$ cat config.mk
export PLATFORM = sky130hd
export DESIGN_NAME = stage3_store_buffer_flat
export DESIGN_NICKNAME = d
export VERILOG_FILES = /design/src/rtl/stage3_store_buffer_if.sv /design/src/rtl/stage3_store_buffer.sv /design/src/flat_wrapper.sv
export SDC_FILE = /design/constraint.sdc
export NUM_CORES = 1
export LEC_CHECK = 0
export BUFFER_PORTS_ARGS = -buffer_cell sky130_fd_sc_hd__buf_2
export CORE_AREA = 2 2 209 211
export CTS_BUF_LIST = sky130_fd_sc_hd__clkbuf_2 sky130_fd_sc_hd__clkbuf_4 sky130_fd_sc_hd__clkbuf_8
export CTS_CLUSTER_DIAMETER = 100
export DETAILED_ROUTE_END_ITERATION = 12
export DIE_AREA = 0 0 211 213
export GPL_TIMING_DRIVEN = 0
export PLACE_DENSITY = 0.69
export SETUP_SLACK_MARGIN = 0.05
export SLEW_MARGIN = 10
export SYNTH_ARGS = -nofsm -noshare
export SYNTH_HDL_FRONTEND = slang
export SYNTH_SLANG_ARGS = --single-unit
$ cat constraint.sdc
create_clock -name CLK -period 4.9 [get_ports CLK]
set_input_delay 0.98 -clock CLK [delete_from_list [all_inputs] [get_ports CLK]]
set_output_delay 0.98 -clock CLK [all_outputs]
set_load 0.01 [all_outputs]
$ cat src/rtl/stage3_store_buffer_if.sv
// rtl/stage3_store_buffer_if.sv - memory-stage request and downstream bus signals of the store buffer
interface stage3_store_buffer_if;
    logic        cpu_ren;
    logic        cpu_wen;
    logic [31:0] cpu_addr;
    logic [31:0] cpu_wdata;
    logic [3:0]  cpu_byte_en;
    logic [31:0] cpu_rdata;
    logic        cpu_busy;
    logic        cpu_error;

    logic        bus_ren;
    logic        bus_wen;
    logic [31:0] bus_addr;
    logic [31:0] bus_wdata;
    logic [3:0]  bus_byte_en;
    logic [31:0] bus_rdata;
    logic        bus_busy;
    logic        bus_error;

    modport master (
        output cpu_ren, cpu_wen, cpu_addr, cpu_wdata, cpu_byte_en,
        input  cpu_rdata, cpu_busy, cpu_error,
        input  bus_ren, bus_wen, bus_addr, bus_wdata, bus_byte_en,
        output bus_rdata, bus_busy, bus_error
    );

    modport slave (
        input  cpu_ren, cpu_wen, cpu_addr, cpu_wdata, cpu_byte_en,
        output cpu_rdata, cpu_busy, cpu_error,
        output bus_ren, bus_wen, bus_addr, bus_wdata, bus_byte_en,
        input  bus_rdata, bus_busy, bus_error
    );
endinterface

$ cat src/rtl/stage3_store_buffer.sv
// rtl/stage3_store_buffer.sv - store buffer between memory stage and bus; STORE_BUFFER_FWD_EN enables store-to-load forwarding
module stage3_store_buffer #(
    parameter int DEPTH = 4
) (
    input  logic                 CLK,
    input  logic                 RST,
    stage3_store_buffer_if.slave sb,
    input  logic                 fence_drain,
    output logic                 drained,
    output logic                 store_fault,
    output logic [31:0]          fault_addr
);
    localparam int PW = $clog2(DEPTH);

    typedef enum logic [1:0] {IDLE, LOAD, STORE} state_t;

    state_t        state;
    logic [31:0]   mem_addr  [DEPTH];
    logic [31:0]   mem_wdata [DEPTH];
    logic [3:0]    mem_be    [DEPTH];
    logic [PW-1:0] head;
    logic [PW-1:0] tail;
    logic [PW:0]   count;

    logic          bus_ren_q;
    logic          bus_wen_q;
    logic [31:0]   bus_addr_q;
    logic [31:0]   bus_wdata_q;
    logic [3:0]    bus_be_q;

    logic          full;
    logic          push;
    logic          pop;
    logic          hit;
    logic          fwd;
    logic          load_done;
    logic [31:0]   fwd_data;
    logic [PW-1:0] slot;
`ifdef STORE_BUFFER_FWD_EN
    logic [PW-1:0] fwd_idx;
`endif

    assign full      = (int'(count) == DEPTH);
    assign push      = sb.cpu_wen && !sb.cpu_ren && !full;
    assign pop       = (state == STORE) && !sb.bus_busy;
    assign drained   = (count == '0) && (state == IDLE);

    // Scan entries oldest to youngest so the last match is the youngest one.
    always_comb begin
        hit  = 1'b0;
        slot = '0;
`ifdef STORE_BUFFER_FWD_EN
        fwd_idx = '0;
`endif
        for (int i = 0; i < DEPTH; i++) begin
            slot = head + i[PW-1:0];
            if (i < int'(count) && mem_addr[slot][31:2] == sb.cpu_addr[31:2]) begin
                hit = 1'b1;
`ifdef STORE_BUFFER_FWD_EN
                fwd_idx = slot;
`endif
            end
        end
    end

`ifdef STORE_BUFFER_FWD_EN
    assign fwd = sb.cpu_ren && hit && !fence_drain && (state != LOAD) &&
                 ((mem_be[fwd_idx] & sb.cpu_byte_en) == sb.cpu_byte_en);
    assign fwd_data = mem_wdata[fwd_idx];
`else
    assign fwd      = 1'b0;
    assign fwd_data = '0;
`endif

    assign load_done = ((state == LOAD) && !sb.bus_busy) || fwd;

    always_comb begin
        sb.cpu_rdata = '0;
        sb.cpu_error = 1'b0;
        sb.cpu_busy  = 1'b0;
        if (sb.cpu_ren) begin
            sb.cpu_busy = !load_done;
            if (fwd) begin
                sb.cpu_rdata = fwd_data;
            end else if ((state == LOAD) && !sb.bus_busy) begin
                sb.cpu_rdata = sb.bus_rdata;
                sb.cpu_error = sb.bus_error;
            end
        end else if (sb.cpu_wen) begin
            sb.cpu_busy = full;
        end
    end

    // Entry storage carries no reset; validity comes from head/count alone.
    always_ff @(posedge CLK) begin
        if (push) begin
            mem_addr[tail]  <= sb.cpu_addr;
            mem_wdata[tail] <= sb.cpu_wdata;
            mem_be[tail]    <= sb.cpu_byte_en;
        end
    end

    always_ff @(posedge CLK) begin
        if (RST) begin
            state       <= IDLE;
            head        <= '0;
            tail        <= '0;
            count       <= '0;
            bus_ren_q   <= 1'b0;
            bus_wen_q   <= 1'b0;
            bus_addr_q  <= '0;
            bus_wdata_q <= '0;
            bus_be_q    <= '0;
            store_fault <= 1'b0;
            fault_addr  <= '0;
        end else begin
            store_fault <= 1'b0;
            if (push) begin
                tail <= tail + 1'b1;
            end
            if (pop) begin
                head <= head + 1'b1;
            end
            if (push && !pop) begin
                count <= count + 1'b1;
            end else if (!push && pop) begin
                count <= count - 1'b1;
            end

            // Bus request registers only move on a transition, so they hold while bus_busy.
            case (state)
                IDLE: begin
                    if (sb.cpu_ren && !hit && !fence_drain) begin
                        state       <= LOAD;
                        bus_ren_q   <= 1'b1;
                        bus_addr_q  <= sb.cpu_addr;
                        bus_wdata_q <= '0;
                        bus_be_q    <= sb.cpu_byte_en;
                    end else if (count != '0) begin
                        state       <= STORE;
                        bus_wen_q   <= 1'b1;
                        bus_addr_q  <= mem_addr[head];
                        bus_wdata_q <= mem_wdata[head];
                        bus_be_q    <= mem_be[head];
                    end
                end
                LOAD: begin
                    if (!sb.bus_busy) begin
                        state     <= IDLE;
                        bus_ren_q <= 1'b0;
                    end
                end
                STORE: begin
                    if (!sb.bus_busy) begin
                        state     <= IDLE;
                        bus_wen_q <= 1'b0;
                        if (sb.bus_error) begin
                            store_fault <= 1'b1;
                            fault_addr  <= bus_addr_q;
                        end
                    end
                end
                default: state <= IDLE;
            endcase
        end
    end

    assign sb.bus_ren     = bus_ren_q;
    assign sb.bus_wen     = bus_wen_q;
    assign sb.bus_addr    = bus_addr_q;
    assign sb.bus_wdata   = bus_wdata_q;
    assign sb.bus_byte_en = bus_be_q;
endmodule

$ cat src/flat_wrapper.sv
// flat-port wrapper written by rule: the top's interface ports become plain ports
module stage3_store_buffer_flat 
#(
    parameter int DEPTH = 4
)
  (CLK, RST, fence_drain, drained, store_fault, fault_addr, sb_cpu_ren, sb_cpu_wen, sb_cpu_addr, sb_cpu_wdata, sb_cpu_byte_en, sb_cpu_rdata, sb_cpu_busy, sb_cpu_error, sb_bus_ren, sb_bus_wen, sb_bus_addr, sb_bus_wdata, sb_bus_byte_en, sb_bus_rdata, sb_bus_busy, sb_bus_error);
  stage3_store_buffer_if sb_i ();
  input  logic CLK;
  input  logic RST;
  input  logic fence_drain;
  output logic drained;
  output logic store_fault;
  output logic [31:0] fault_addr;
  input wire logic [$bits(sb_i.cpu_ren)-1:0] sb_cpu_ren;
  input wire logic [$bits(sb_i.cpu_wen)-1:0] sb_cpu_wen;
  input wire logic [$bits(sb_i.cpu_addr)-1:0] sb_cpu_addr;
  input wire logic [$bits(sb_i.cpu_wdata)-1:0] sb_cpu_wdata;
  input wire logic [$bits(sb_i.cpu_byte_en)-1:0] sb_cpu_byte_en;
  output wire logic [$bits(sb_i.cpu_rdata)-1:0] sb_cpu_rdata;
  output wire logic [$bits(sb_i.cpu_busy)-1:0] sb_cpu_busy;
  output wire logic [$bits(sb_i.cpu_error)-1:0] sb_cpu_error;
  output wire logic [$bits(sb_i.bus_ren)-1:0] sb_bus_ren;
  output wire logic [$bits(sb_i.bus_wen)-1:0] sb_bus_wen;
  output wire logic [$bits(sb_i.bus_addr)-1:0] sb_bus_addr;
  output wire logic [$bits(sb_i.bus_wdata)-1:0] sb_bus_wdata;
  output wire logic [$bits(sb_i.bus_byte_en)-1:0] sb_bus_byte_en;
  input wire logic [$bits(sb_i.bus_rdata)-1:0] sb_bus_rdata;
  input wire logic [$bits(sb_i.bus_busy)-1:0] sb_bus_busy;
  input wire logic [$bits(sb_i.bus_error)-1:0] sb_bus_error;
  assign sb_i.cpu_ren = sb_cpu_ren;
  assign sb_i.cpu_wen = sb_cpu_wen;
  assign sb_i.cpu_addr = sb_cpu_addr;
  assign sb_i.cpu_wdata = sb_cpu_wdata;
  assign sb_i.cpu_byte_en = sb_cpu_byte_en;
  assign sb_cpu_rdata = sb_i.cpu_rdata;
  assign sb_cpu_busy = sb_i.cpu_busy;
  assign sb_cpu_error = sb_i.cpu_error;
  assign sb_bus_ren = sb_i.bus_ren;
  assign sb_bus_wen = sb_i.bus_wen;
  assign sb_bus_addr = sb_i.bus_addr;
  assign sb_bus_wdata = sb_i.bus_wdata;
  assign sb_bus_byte_en = sb_i.bus_byte_en;
  assign sb_i.bus_rdata = sb_bus_rdata;
  assign sb_i.bus_busy = sb_bus_busy;
  assign sb_i.bus_error = sb_bus_error;
  stage3_store_buffer #(.DEPTH(DEPTH)) u_core (.CLK(CLK), .RST(RST), .sb(sb_i), .fence_drain(fence_drain), .drained(drained), .store_fault(store_fault), .fault_addr(fault_addr));
endmodule
==> metrics, run 1 <==
Rel. slew slack 31.3%; Total GRT Usage 25.1%; minimum clock period 4580 ps; number of I/O pins 245; finished layout cell area 0.0224 mm²; Mapped Area 0.0191 mm²; cell family with most CP delay compound AO/OA/AOI/OAI gates; CTS max path bufs 3; Routability Congestion 0.953; Layout Nets 1771; Tcrit/Tclk final 93.4%; CTS tree yes; total leakage power 7.90 nW; starting density of the core 44.7%; synth top area cells edfxtp_1 (43%), mux4_2 (15%), dfxtp_1 (12%); Die Span X 211 µm; WL final 56500 µm; cts bufs inserted 60; die footprint 0.0449 mm²; Skew-Pair Late Insertion Delay 660 ps; antenna violations before repair 9; DRC Markers 0; crit path max-delay cell type a2111oi_0; Sw Share 31.6%; internal power 6.47 mW; total negative slack 0 ps; average cell area after synthesis 14.2 µm²; Worst EP required 5420 ps; vias in the first global route 13400; Critical Path Start Type flip-flop; CP Data Arrival Time 5100 ps; pre-CTS WS 126 ps; status finished clean; Worst-Margin Slew 1030 ps; iteration count of the initial detailed-routing pass 5; clock transition at the registers of the reported paths 70 ps; Port-buffer cells 244; CP Buf/Inv Count 5; Max Slew Vio Count 0; Post-CTS Setup Repair Bufs 0; # fillers 3597; H-tree depth 2; Area Overhead vs Synth 17.4%; total global routing overflow 0; Num Clock Sinks 386; EDFF count, synth 272; first-pass GRT wire length 82300 µm; fmax 0.219 GHz; wire per inst 25.1 µm; VDD IR max 0.205 mV; share of layout cells above drive strength 1 33.8%; Yosys warning total 0; final setup skew 18.3 ps; crit-path cells buf_2 -> buf_6 -> buf_6 -> mux2i_1 -> xor2_1 -> o221ai_1 -> a2111oi_0 -> nand3_1 -> nor4_4 -> nor2_2 -> buf_2 -> buf_4 -> o31ai_1 -> a221oi_1; P per Cell Area 422 mW/mm²; Yosys top cell area share 42.8%; Cell variety after synth 62; final setup vio count 0; unrepaired setup endpoints after global routing false; ys flop type edfxtp_1; Worst Setup End Kind flip-flop; Seq pwr share 42.7%; Via density 5.84; core area 0.0427 mm²; Comb pwr share 27.4%; Synth Instances 1343; Vias 13100; clk root buf clkbuf_8; sequential share of the synthesized area 54.8%; DP Area 0.0211 mm²; largest net degree at the start of global routing 50; Clk pwr share 29.9%; WS Path Type reg -> reg; CTS Hold Buffers Added 0; synthesized net count 1462; Max FO, Critical Path 10; FP Rows 76; Worst path max stage delay 640 ps; max_cap viols 0; Final Worst Setup Slack 325 ps; worst hold path class reg -> reg; FF+latch count, synth 386; HPWL after DPL 41400 µm; DRT iter0 DRCs 1173; Final Hold Viols 0; Die Y 213 µm; Synth async-reset ratio 0%; Yosys top cell by area edfxtp_1; ANT nets after route 0; net load switching power 2.99 mW
[state kept, by name (all words and copies together), names as in the netlist, named ones only]
signal,cells
u_core.mem_addr,128
u_core.mem_wdata,128
u_core.fault_addr,32
u_core.sb.bus_addr,32
u_core.sb.bus_wdata,32
u_core.mem_be,16
u_core.sb.bus_byte_en,4
u_core.count,3
u_core.head,2
u_core.state,2
u_core.tail,2
u_core.sb.bus_ren,1
u_core.sb.bus_wen,1
u_core.store_fault,1
[layer usage]
metal | routed length [µm] | up-vias | global-route usage [%] | share of wire [%]
met5 | 61 | - | 0 | 0.11
met1 | 22100 | 6514 | 30.8 | 39
li1 | - | 5779 | - | -
met3 | 5360 | 124 | 7.77 | 9.5
met2 | 26700 | 708 | 40.5 | 47
met4 | 2270 | 10 | 12.2 | 4.0
[cells by family after synthesis]
logic type	share of synthesized area, %
adder cells (fa/ha/maj)	0.787
flip-flops	54.8
buffers and inverters	5.10
multiplexers	18.8
AO/OA/AOI/OAI	9.23
AND/OR/NAND/NOR	6.17
XOR/XNOR	5.19
[final timing paths]
| check | start | to | slack, ps | depth (start not counted) |
|---|---|---|---|---|
| setup / recovery | u_core.head[0] | u_core.sb.bus_addr[4] | 320 | 14 |
| setup reg to reg | u_core.head[0] | u_core.sb.bus_addr[4] | 320 | 14 |
| hold / removal | u_core.fault_addr[6] | u_core.fault_addr[6] | 450 | 2 |
| hold reg to reg | u_core.fault_addr[6] | u_core.fault_addr[6] | 450 | 2 |
[Yosys cell counts (all sizes together), types with 26 or more instances]
cell      n
mux2i    60
a21oi    46
clkbuf   64
xnor2    66
or3      33
nand2    86
mux4    129
xor2     47
edfxtp  272
dfxtp   114
buf      54
nor2     26
and2     38
inv      93
o32ai    33
[what timing repair did]
item | 4_1_cts | 5_1_grt
resized for setup | 0 | 1
setup endpoints to repair | 0 | 2
hold endpoints to repair | 0 | 0
[area by class of cell]
class | instances | area, µm² | area share, %
multi-input cells | 745 | 7670 | 34.2
inverters | 94 | 353 | 1.58
clock inverters | 18 | 120 | 0.536
diodes | 4 | 10.0 | 0.0447
well taps | 546 | 683 | 3.05
plain buffers | 117 | 614 | 2.74
clock buffers | 92 | 1170 | 5.21
flip-flops and latches | 386 | 10500 | 46.7
repair buffers | 248 | 1330 | 5.94
[power groups by stage]
stage                     Combinational [mW]  Sequential (mW)  Clock [mW]
final                                   2.59             4.04        2.83
after global routing                    2.78             4.07        3.02
after CTS                               2.59             4.03        2.90
after detailed placement                2.58             4.10           0
after global placement                  2.54             4.10           0
after floorplan                         1.61             4.15           0
[tightest hold or removal path, delay by kind of cell, from the launching register on]
family / cells / cell delay [ps]
DFF: 1 / 300
and+or+nand+nor: 1 / 50
AOI/OAI and AO/OA: 1 / 50
[cell usage in the layout (no fill, tap or decap), types with 5 or more instances in the layout]
cell,synthesis,layout
mux4_2,128,128
buf_2,22,265
mux2_2,6,6
or3_1,33,33
buf_1,11,11
mux2i_1,60,60
o31a_1,19,19
xnor2_1,66,66
o221ai_1,5,5
o21ai_0,10,10
xor2_1,47,47
nor4_1,10,9
o221a_1,18,18
clkbuf_4,0,16
dfxtp_1,114,114
and2_1,38,34
ha_1,12,12
a22oi_1,6,6
o31ai_1,12,12
nand4_1,14,14
nor3_1,6,6
o32ai_2,32,32
nand2_1,86,86
clkbuf_1,62,62
clkbuf_8,0,76
a221oi_1,16,16
clkinv_1,1,11
buf_6,16,16
inv_1,91,91
nor2_1,25,25
a21oi_1,46,46
clkinv_2,0,5
edfxtp_1,272,272
[per-stage QoR]
step	instances	hold WS, ps	utilization (%)	total power [mW]
global route	2248	467	52.4	9.87
finish	2250	452	52.5	9.46
detailed placement	2137	444	49.4	6.68
global placement	2133	440	49.1	6.64
floorplan	1343	481	-	5.76
CTS	2247	453	52.4	9.52
(Power assumes the default switching activity.)
==> run 2: changes to the inputs <==
- clock period: 4.9 -> 5.8 ns (I/O delays scaled with it)
==> run 2 against run 1 <==
Against the previous run: wire length about the same; sequential cell count unchanged; utilization about the same; sequential share of layout area about the same; power decreased by 16%; worst setup slack improved by 640 ps; combinational power decreased by 15%; clock power decreased by 16%; final cell count about the same; hold slack got worse by 0.53 ps; clock skew increased by 3.2 ps.
==> metrics, run 2 (synthesis gave the netlist of run 1 again) <==
status finished clean; Layout Nets 1772 (+0.056%); Post-CTS Setup Repair Bufs 0 (unchanged); H-tree depth 2 (unchanged); Tcrit/Tclk final 83.4% (-10 points); DRC Markers 0 (unchanged); Final Hold Viols 0 (unchanged); first-pass GRT wire length 82300 µm (unchanged); biggest regs u_core.mem_addr (128), u_core.mem_wdata (128); unrepaired setup endpoints after global routing false; Max FO, Critical Path 10 (unchanged); HPWL after DPL 41400 µm (unchanged); starting density of the core 44.7% (unchanged); most frequent cells in the layout edfxtp_1 (272), buf_2 (266), mux4_2 (128); area of the multi-input gates 0.00766 mm² (about the same); worst hold path class reg -> reg; Sequential Area 0.0105 mm² (unchanged); most common cell after layout, fill and taps aside edfxtp_1; total power 7.99 mW (-16%); finished layout cell area 0.0224 mm² (about the same); vias in the first global route 13400 (unchanged); DRT iter0 DRCs 1269 (+8.2%); pre-CTS WS 885 ps (+759 ps); Non-Filler Instances 2251 (+0.044%); Rel. slew slack 31.8% (+0.44 points); core area 0.0427 mm² (unchanged); total leakage power 7.91 nW (about the same); metal1 wirelength 22200 µm (+0.51%); met2 routed WL 26700 µm (about the same); Total GRT Usage 25.1% (unchanged); Max Slew Vio Count 0 (unchanged); Worst Setup End Kind flip-flop; VDD IR max 0.172 mV (-16%); fmax 0.207 GHz (-5.4%); WS Path Type reg -> reg; Worst EP required 6320 ps (+900 ps); antenna violations before repair 9 (unchanged); wire per inst 25.1 µm (about the same); Final Worst Setup Slack 964 ps (+640 ps); Routability Congestion 0.953 (unchanged); DP Area 0.0211 mm² (unchanged); total negative slack 0 ps (unchanged); Vias 13200 (+0.27%); clock transition at the registers of the reported paths 70 ps (about the same); Die Y 213 µm (unchanged); Port-buffer cells 244 (unchanged); CP Data Arrival Time 5360 ps (+260 ps); max_cap viols 0 (unchanged); Area Overhead vs Synth 17.4% (about the same); final setup skew 21.5 ps (+3.20 ps); WL final 56500 µm (about the same); Die Span X 211 µm (unchanged); cts bufs inserted 60 (unchanged); largest net degree at the start of global routing 50 (unchanged); Num Clock Sinks 386 (unchanged); Skew-Pair Late Insertion Delay 660 ps (about the same); metal3 WL 5200 µm (-3.0%); P per Cell Area 357 mW/mm² (-16%); ANT nets after route 0 (unchanged); CTS tree yes; clk root buf clkbuf_8; Worst-Margin Slew 1020 ps (-6.67 ps); PostCTS Resize Cnt 0 (unchanged); die footprint 0.0449 mm² (unchanged); CTS max path bufs 3 (unchanged); Placed Cells 2137 (unchanged); number of I/O pins 245 (unchanged); Max Used Layer met5; total global routing overflow 0 (unchanged); # fillers 3597 (unchanged); minimum clock period 4840 ps (+260 ps); CTS Hold Buffers Added 0 (unchanged); share of layout cells above drive strength 1 33.7% (about the same); final setup vio count 0 (unchanged); Via density 5.85 (+0.22%); iteration count of the initial detailed-routing pass 5 (unchanged); FP Rows 76 (unchanged); Critical Path Start Type flip-flop
==> run 2: cell types whose count changed in the layout (fill, tap and decap cells not counted), sizes merged <==
| cell | delta |
|---|---|
| buf | +1 |
==> run 2: where the power goes <==
| group | total, mW | internal, mW | switching, mW |
|---|---|---|---|
| Sequential | 3.41 | 3.23 | 0.186 |
| Combinational | 2.19 | 0.916 | 1.28 |
| Clock | 2.39 | 1.32 | 1.06 |
| Total | 7.99 | 5.47 | 2.53 |
==> run 2: per-stage QoR <==
step	utilization (%)	hold WS, ps
floorplan	-	481
global placement	49.1	440
detailed placement	49.4	444
CTS	52.4	453
global route	52.4	467
finish	52.5	451
==> run 2: metal layers <==
layer	GRT usage (%)	up-vias
met2	40.5	688
met5	0	-
met3	7.77	132
met4	12.2	10
met1	30.8	6558
li1	-	5782
==> run 2: path summary, 6_finish.rpt <==
kind	slack, ps	from	cells past startpoint	to
hold / removal	450	u_core.fault_addr[6]	2	u_core.fault_addr[6]
setup reg to reg	960	u_core.head[0]	13	u_core.sb.bus_addr[4]
setup / recovery	960	u_core.head[0]	13	u_core.sb.bus_addr[4]
hold reg to reg	450	u_core.fault_addr[6]	2	u_core.fault_addr[6]
==> run 2: cell type report <==
cell class              instances  area share [%]
clock inverters                18           0.536
well taps                     546            3.05
multi-input cells             745            34.2
inverters                      94            1.58
plain buffers                 118            2.77
diodes                          4          0.0447
clock buffers                  92            5.21
flip-flops and latches        386            46.7
repair buffers                248            5.94
==> run 2: critical path: stages, from the launching register on <==
cell       delay (ps)
dfxtp_1           310
buf_2             240
buf_4             290
buf_2             470
mux2i_1           440
o221ai_1          300
a2111oi_0         630
nand3_1           250
nor4_4            590
nor2_2            160
buf_2             220
buf_4             200
o31ai_1           430
a221oi_1          140
==> run 3: changes to the inputs <==
- clock period: 5.8 -> 4.8 ns (I/O delays scaled with it)
==> run 3 against run 2 <==
Against the previous run: utilization is essentially flat; via count decreased by 0.21%; critical endpoint unchanged; register-to-register slack got worse by 720 ps; clock-buffer cell count did not move; fmax up 6.2%; non-clock buffer count fell by 1; sequential share of layout area is essentially flat; global-route usage is essentially flat; worst setup slack got worse by 720 ps; sequential power increased by 21%; final area about the same; hold slack about the same.
==> metrics, run 3 (synthesis gave the netlist of run 1 again) <==
Clk pwr share 29.9% (about the same); DRT iter0 DRCs 1277 (+0.63%); Routability Congestion 0.953 (unchanged); largest net degree at the start of global routing 50 (unchanged); Rel. slew slack 31.7% (-0.12 points); Comb pwr share 27.4% (about the same); Die Span X 211 µm (unchanged); Port-buffer cells 244 (unchanged); WL final 56400 µm (-0.14%); Seq pwr share 42.7% (about the same); Setup crit start u_core.head[0]; share of layout cells above drive strength 1 33.8% (about the same); Worst path max stage delay 630 ps (about the same); FP Rows 76 (unchanged); Worst EP required 5320 ps (-1000 ps); fmax 0.220 GHz (+6.2%); Final Hold Viols 0 (unchanged); Via density 5.84 (-0.17%); biggest regs u_core.mem_addr (128), u_core.mem_wdata (128); reg2reg path depth 14 (+1); # fillers 3597 (unchanged); die footprint 0.0449 mm² (unchanged); Placed Cells 2137 (unchanged); CTS Hold Buffers Added 0 (unchanged); Max Slew Vio Count 0 (unchanged); most frequent cells in the layout edfxtp_1 (272), buf_2 (265), mux4_2 (128); final setup skew 18.4 ps (-3.03 ps); iteration count of the initial detailed-routing pass 5 (unchanged); Post-CTS Setup Repair Bufs 0 (unchanged); CP Data Arrival Time 5070 ps (-290 ps); cts bufs inserted 60 (unchanged); first-pass GRT wire length 82100 µm (-0.17%); FF-to-FF setup slack 250 ps (-720 ps); Sw Share 31.6% (-0.043 points); net load switching power 3.05 mW (+21%); WS Path Type reg -> reg; final setup vio count 0 (unchanged); P per Cell Area 431 mW/mm² (+21%); Die Y 213 µm (unchanged); clock transition at the registers of the reported paths 70 ps (about the same); internal power 6.60 mW (+21%); Critical Path Start Type flip-flop; crit-path cells buf_2 -> buf_6 -> buf_6 -> mux2i_1 -> xor2_1 -> o221ai_1 -> a2111oi_0 -> nand3_1 -> nor4_4 -> nor2_2 -> buf_2 -> buf_4 -> o31ai_1 -> a221oi_1; Worst Setup End Kind flip-flop; HPWL after DPL 41400 µm (unchanged); most common cell after layout, fill and taps aside edfxtp_1; Layout Nets 1771 (-0.056%); Setup crit end u_core.sb.bus_addr[4]; Tcrit/Tclk final 94.8% (+11 points); core area 0.0427 mm² (unchanged); minimum clock period 4550 ps (-284 ps); Max FO, Critical Path 10 (unchanged); reg-to-reg critical path endpoint u_core.sb.bus_addr[4]; Num Clock Sinks 386 (unchanged); Non-Filler Instances 2250 (-0.044%); starting density of the core 44.7% (unchanged); CTS max path bufs 3 (unchanged); number of I/O pins 245 (unchanged); VDD IR max 0.209 mV (+22%); ANT nets after route 0 (unchanged); antenna violations before repair 9 (unchanged); wire per inst 25.1 µm (about the same); unrepaired setup endpoints after global routing false; total power 9.65 mW (+21%); pre-CTS WS 25.9 ps (-859 ps); Hold Path Stages 2 (unchanged); worst hold path class reg -> reg; Total GRT Usage 25.1% (-0.049 points); total global routing overflow 0 (unchanged); vias in the first global route 13300 (-0.26%); max_cap viols 0 (unchanged); H-tree depth 2 (unchanged); Skew-Pair Late Insertion Delay 660 ps (about the same); status finished clean; Worst-Margin Slew 1030 ps (+1.76 ps); clk root buf clkbuf_8; crit path max-delay cell type a2111oi_0; total leakage power 7.90 nW (about the same); Area Overhead vs Synth 17.4% (about the same); Vias 13100 (-0.21%); CTS tree yes; DRC Markers 0 (unchanged); Final Worst Setup Slack 248 ps (-716 ps); reg2reg start u_core.head[0]
-- run 3: cell types whose count changed in the layout (fill, tap and decap cells not counted) --
cell,change
buf_2,-1
nor4_2,+1
nor4_1,-1
-- run 3: worst max-delay path: cells and delay by family (launching register included) --
family	cells	cell delay [ps]
flops	1	310
xor+xnor	1	190
compound gates	4	1430
simple gates	3	1020
buf+inv	5	1120
mux	1	340
-- run 3: worst min path at each step --
stage	slack [ps]	start	to
after floorplan	480	u_core.fault_addr[0]	u_core.fault_addr[0]
after global placement	440	u_core.fault_addr[5]	u_core.fault_addr[5]
after detailed placement	440	u_core.fault_addr[16]	u_core.fault_addr[16]
after CTS	450	u_core.fault_addr[16]	u_core.fault_addr[16]
after global routing	470	u_core.fault_addr[22]	u_core.fault_addr[22]
final	450	u_core.fault_addr[6]	u_core.fault_addr[6]
-- run 3: layout make-up --
cell class	count	area (µm²)	area share (%)
sequential	386	10500	46.7
multi-input combinational	745	7670	34.2
timing repair buffer	248	1330	5.94
clock buffer	92	1170	5.21
tap	546	683	3.05
buffer	117	614	2.74
inverter	94	353	1.58
clock inverter	18	120	0.536
antenna	4	10.0	0.0447
-- run 3: through the flow --
step	cell area, µm²	util [%]	hold slack (ps)	TNS [ps]
after detailed placement	21100	49.4	444	0
after CTS	22400	52.4	453	0
after floorplan	19100	-	481	0
after global placement	21000	49.1	440	-172700
after global routing	22400	52.4	467	0
final	22400	52.5	451	0
-- run 3: power groups by stage --
stage | clock network [mW] | registers, mW | logic [mW]
finish | 2.88 | 4.12 | 2.64
global placement | 0 | 4.18 | 2.59
global route | 3.08 | 4.15 | 2.84
floorplan | 0 | 4.23 | 1.65
detailed placement | 0 | 4.19 | 2.63
CTS | 2.96 | 4.12 | 2.64
-- run 3: metal layers --
layer / GRT usage [%] / vias to the layer above / part of all wire, % / wire length, µm
li1: - / 5779 / - / -
met1: 30.7 / 6532 / 39 / 22000
met2: 40.5 / 694 / 47 / 26700
met3: 7.74 / 127 / 9.4 / 5290
met4: 12.1 / 10 / 4.1 / 2310
met5: 0 / - / 0.11 / 60
-- run 3: what timing repair did --
item | CTS | global route
resized for setup | 0 | 1
endpoints found under the setup margin | 1 | 6
gates cloned | 0 | 0
